<file path="config.mk">
export PLATFORM = sky130hd
export DESIGN_NAME = inertial_sensor_reader
export DESIGN_NICKNAME = d
export VERILOG_FILES = /design/src/rtl/inertial_sensor_reader.sv
export SDC_FILE = /design/constraint.sdc
export NUM_CORES = 1
export LEC_CHECK = 0
export CORE_UTILIZATION = 45
export DETAILED_ROUTE_END_ITERATION = 16
export PLACE_DENSITY = 0.77
export RECOVER_POWER = 100
export SYNTH_ARGS = -nofsm -noshare
export SYNTH_HDL_FRONTEND = slang
export SYNTH_SLANG_ARGS = --single-unit
export TNS_END_PERCENT = 5
</file>
<file path="constraint.sdc">
create_clock -name clk -period 5.4 [get_ports clk]
set_input_delay 1.08 -clock clk [delete_from_list [all_inputs] [get_ports clk]]
set_output_delay 1.08 -clock clk [all_outputs]
set_load 0.005 [all_outputs]
</file>
<file path="src/rtl/inertial_sensor_reader.sv">
// Configures the 6-axis inertial sensor over the SPI monarch, then reads
// pitch rate and Z accel on each data-ready interrupt.
module inertial_sensor_reader #(
    parameter int TMR_BITS = 16
) (
    input  logic        clk,
    input  logic        rst_n,
    input  logic        INT,
    input  logic        done,
    input  logic [15:0] rd_data,
    output logic        wrt,
    output logic [15:0] cmd,
    output logic        vld,
    output logic [15:0] ptch_rt,
    output logic [15:0] AZ
);

    typedef enum logic [3:0] {
        INIT_WAIT,
        INIT1,
        INIT2,
        INIT3,
        INIT4,
        IDLE,
        RD_PL,
        RD_PH,
        RD_AZL,
        RD_AZH
    } state_t;

    state_t state, nxt_state;

    logic [TMR_BITS-1:0] timer;
    logic int_ff1, int_ff2;
    logic [7:0] pl, ph, azl, azh;

    logic        wrt_nxt;
    logic [15:0] cmd_nxt;
    logic        vld_nxt;
    logic        ld_pl, ld_ph, ld_azl, ld_azh;

    // Upper read byte carries no sensor data.
    logic unused_rd_hi;
    assign unused_rd_hi = ^rd_data[15:8];

    always_ff @(posedge clk or negedge rst_n) begin
        if (!rst_n) begin
            state   <= INIT_WAIT;
            timer   <= '0;
            int_ff1 <= 1'b0;
            int_ff2 <= 1'b0;
            wrt     <= 1'b0;
            cmd     <= 16'h0000;
            vld     <= 1'b0;
            pl      <= 8'h00;
            ph      <= 8'h00;
            azl     <= 8'h00;
            azh     <= 8'h00;
        end else begin
            state   <= nxt_state;
            int_ff1 <= INT;
            int_ff2 <= int_ff1;
            wrt     <= wrt_nxt;
            cmd     <= cmd_nxt;
            vld     <= vld_nxt;
            if (state == INIT_WAIT)
                timer <= timer + 1'b1;
            if (ld_pl)
                pl <= rd_data[7:0];
            if (ld_ph)
                ph <= rd_data[7:0];
            if (ld_azl)
                azl <= rd_data[7:0];
            if (ld_azh)
                azh <= rd_data[7:0];
        end
    end

    always_comb begin
        nxt_state = state;
        wrt_nxt   = 1'b0;
        cmd_nxt   = cmd;
        vld_nxt   = 1'b0;
        ld_pl     = 1'b0;
        ld_ph     = 1'b0;
        ld_azl    = 1'b0;
        ld_azh    = 1'b0;
        unique case (state)
            INIT_WAIT: if (timer == '1) begin
                wrt_nxt   = 1'b1;
                cmd_nxt   = 16'h0D02;
                nxt_state = INIT1;
            end
            INIT1: if (done) begin
                wrt_nxt   = 1'b1;
                cmd_nxt   = 16'h1053;
                nxt_state = INIT2;
            end
            INIT2: if (done) begin
                wrt_nxt   = 1'b1;
                cmd_nxt   = 16'h1150;
                nxt_state = INIT3;
            end
            INIT3: if (done) begin
                wrt_nxt   = 1'b1;
                cmd_nxt   = 16'h1460;
                nxt_state = INIT4;
            end
            INIT4: if (done)
                nxt_state = IDLE;
            IDLE: if (int_ff2) begin
                wrt_nxt   = 1'b1;
                cmd_nxt   = 16'hA200;
                nxt_state = RD_PL;
            end
            RD_PL: if (done) begin
                ld_pl     = 1'b1;
                wrt_nxt   = 1'b1;
                cmd_nxt   = 16'hA300;
                nxt_state = RD_PH;
            end
            RD_PH: if (done) begin
                ld_ph     = 1'b1;
                wrt_nxt   = 1'b1;
                cmd_nxt   = 16'hAC00;
                nxt_state = RD_AZL;
            end
            RD_AZL: if (done) begin
                ld_azl    = 1'b1;
                wrt_nxt   = 1'b1;
                cmd_nxt   = 16'hAD00;
                nxt_state = RD_AZH;
            end
            // vld registers on the same edge as the last byte, so the
            // outputs are already complete while vld is high.
            RD_AZH: if (done) begin
                ld_azh    = 1'b1;
                vld_nxt   = 1'b1;
                nxt_state = IDLE;
            end
            default: nxt_state = INIT_WAIT;
        endcase
    end

    assign ptch_rt = {ph, pl};
    assign AZ      = {azh, azl};

endmodule

</file>
==> impl_metrics.tcl <==
set metrics [dict create \
    status "finished with violations" \
    violations "max-capacitance violations, max-slew violations" \
    dieArea_sq_mm 0.00668 \
    row_count 28 \
    rr_startpoint "state[0]$_DFFE_PN0P_" \
    dp.cells 365 \
    htreeDepth 3 \
    synth_edf_count 0 \
    setup_tns_ns 0 \
    start_util_pct 47.4 \
    cp_max_fo 18 \
    cp-startpoint "done" \
    maxCapViolCount 2 \
    antenna_found_initial 0 \
    grt_pass1_vias 1905 \
    ir_drop_uv 302 \
    worstHoldStart "int_ff1$_DFF_PN0_" \
    dominantRegCellSynth "dfrtp_1" \
    max_freq_ghz 0.271 \
    worst_slew_margin_rel_pct -19.3 \
    ys_types 44 \
    tritoncts "done" \
    place_hpwl_um 3700 \
    rsz0062_at_grt "no" \
    clockBufferDepth 2 \
    cts-root-buf "clkbuf_8" \
    grt_max_degree 67 \
    grt_pass1_wl_um 9280 \
    final_cells 381 \
    cp-end-kind "flop" \
    worstPathRequired_ns 5.53 \
    ctsHoldBuffers 0 \
    hold_viol_final 0 \
    drive_gt1_share_pct 15.4 \
    synth_seq_area_share_pct 57.8 \
    post_cts_buffers 0 \
    first_iter_violations 106 \
    wl_um 5530 \
    track_usage_pct 18.9 \
    async_reset_ff_share_pct 100 \
    cts_buffers 9 \
    setup_viol 0 \
    synth_cells 243 \
    cts_resized 0 \
    met3_usage_pct 6.22 \
    use_met1_pct 24.4 \
    drtAntennaViolNets 0 \
    vias 1947 \
    finalPower_mw 1.92 \
    clock_sinks 66 \
    hp-class "reg -> reg" \
    min_period_ns 3.69 \
    detail_route.wl_per_cell_um 14.5 \
    ios 70 \
    filler_cell_count 511 \
    worstPathArrival_ns 3.82 \
    slew_viol_final 19 \
    routed_via_density 5.11 \
    synth.avg_cell_area_sq_um 11.8 \
    drtPass1Iterations 6 \
    worst_slew_pin_slew_ns 1.78 \
    crit_type "in -> reg" \
    cp-start-kind "primary input" \
    grt_busiest_layer "met2" \
    portBuffers 57 \
    grt_remaining_overflow 0 \
    syn_to_final_growth_pct 26.4 \
    utilization_pct 60.0 \
    die_h_um 81.7 \
    nets 322 \
    die_w_um 81.7 \
    leakagePower_nw 1.70 \
    diodes 0 \
    p_per_area_mw_per_mm2 532 \
    yosys_warnings 0 \
    ys_ff_latch 66 \
    finalCritPeriodShare_pct 68.4 \
    use_met2_pct 29.8 \
    route.detailed.drc 0 \
    clk_pin_slew_ns 0.08 \
    clk_latency_ns 0.34 \
    core_sq_mm 0.00603 \
    gp_congestion 0.750 \
    finClkSkew_ns 0.0112 \
    synth_area_sq_mm 0.00286 \
]
-- layout make-up --
type	count	area, sq um	share of cell area (%)
Tap cell	75	93.8	2.60
Multi-Input combinational cell	161	1050	29.0
Timing Repair Buffer	58	573	15.9
Inverter	5	18.8	0.519
Clock buffer	10	138	3.81
Clock inverter	6	90.1	2.49
Sequential cell	66	1650	45.7
-- path summary, 6_finish.rpt --
kind / to / slack [ns] / cells past startpoint
setup / recovery: cmd[10]$_DFFE_PN0P_ / 1.71 / 5
hold / removal: int_ff2$_DFF_PN0_ / 0.35 / 0
setup reg to reg: cmd[10]$_DFFE_PN0P_ / 2.37 / 4
hold reg to reg: int_ff2$_DFF_PN0_ / 0.35 / 0
max in group asynchronous: ph[3]$_DFFE_PN0P_ / 3.95 / 2
min in group asynchronous: timer[5]$_DFFE_PN0N_ / 0.91 / 2
-- power breakdown --
part	switching, mW	internal (mW)
logic	0.261	0.382
clock network	0.194	0.273
registers	0.140	0.673
-- cells in the final DEF, fill, tap and decap left out, drive strengths merged, types with 5 or more instances in the layout --
master         Yosys  final
nand3              5      5
clkdlybuf4s50      0      8
dlygate4sd3        0     48
and3               5      5
clkbuf             2     10
xnor2             15     15
dfrtp             66     66
o21ai              9      9
nand2             47     47
nand4              5      5
nor2               9      9
mux2              28     28
-- flip-flops by register name, summed over array words and instances, names as in the netlist --
name,cells
azh,8
state,4
pl,8
wrt,1
timer,16
ph,8
int_ff2,1
azl,8
vld,1
int_ff1,1
cmd,10
-- logic make-up (layout without fill, tap and decap cells) --
logic type               Yosys count  after routing  synth area share, %
AND/OR/NAND/NOR                   86             86                 15.1
flip-flops                        66             66                 57.8
multiplexers                      28             28                 11.0
AO/OA/AOI/OAI                     25             25                 6.43
buffers and inverters             19             79                 3.89
XOR/XNOR                          17             17                 5.21
adder cells (fa/ha/maj)            1              1                0.438
other                              1              4                0.131
-- synth_stat cells, types with 2 or more instances --
cell	number	area [sq um]
inv_1	4	15.0
nor2b_1	2	12.5
xnor2_1	15	131
nor3_1	2	10.0
mux2_2	27	304
buf_4	8	60.1
xor2_1	2	17.5
dfrtp_1	66	1650
o31ai_1	3	22.5
nand4_1	5	31.3
nor2_1	9	33.8
o21ai_0	8	40.0
nand2_1	47	176
nand3_1	5	25.0
buf_2	2	10.0
clkbuf_1	2	7.51
a21oi_1	4	20.0
and3_1	5	31.3
nand2b_1	2	12.5
-- through the flow --
step	instance area, sq um	hold WS (ns)	worst slack, ns
4_1_cts	3670	0.353	2.54
3_5_place_dp	3440	0.342	2.17
6_report	3610	0.354	1.71
5_1_grt	3610	0.366	1.37
2_1_floorplan	2870	0.331	3.06
3_3_place_gp	3440	0.334	2.19
-- layer usage --
layer | share of wire [%] | up-vias
li1 | - | 938
met2 | 49 | 51
met4 | 0.38 | 0
met3 | 5.0 | 3
met5 | 0 | -
met1 | 46 | 955
-- critical path, stage by stage --
cell and delay [ns]:
dlygate4sd3_1 0.71, nand2_1 0.19, a311oi_1 0.11, a211oi_1 1.42
o21ai_0 0.32
Power figures use the tool's default switching activity.
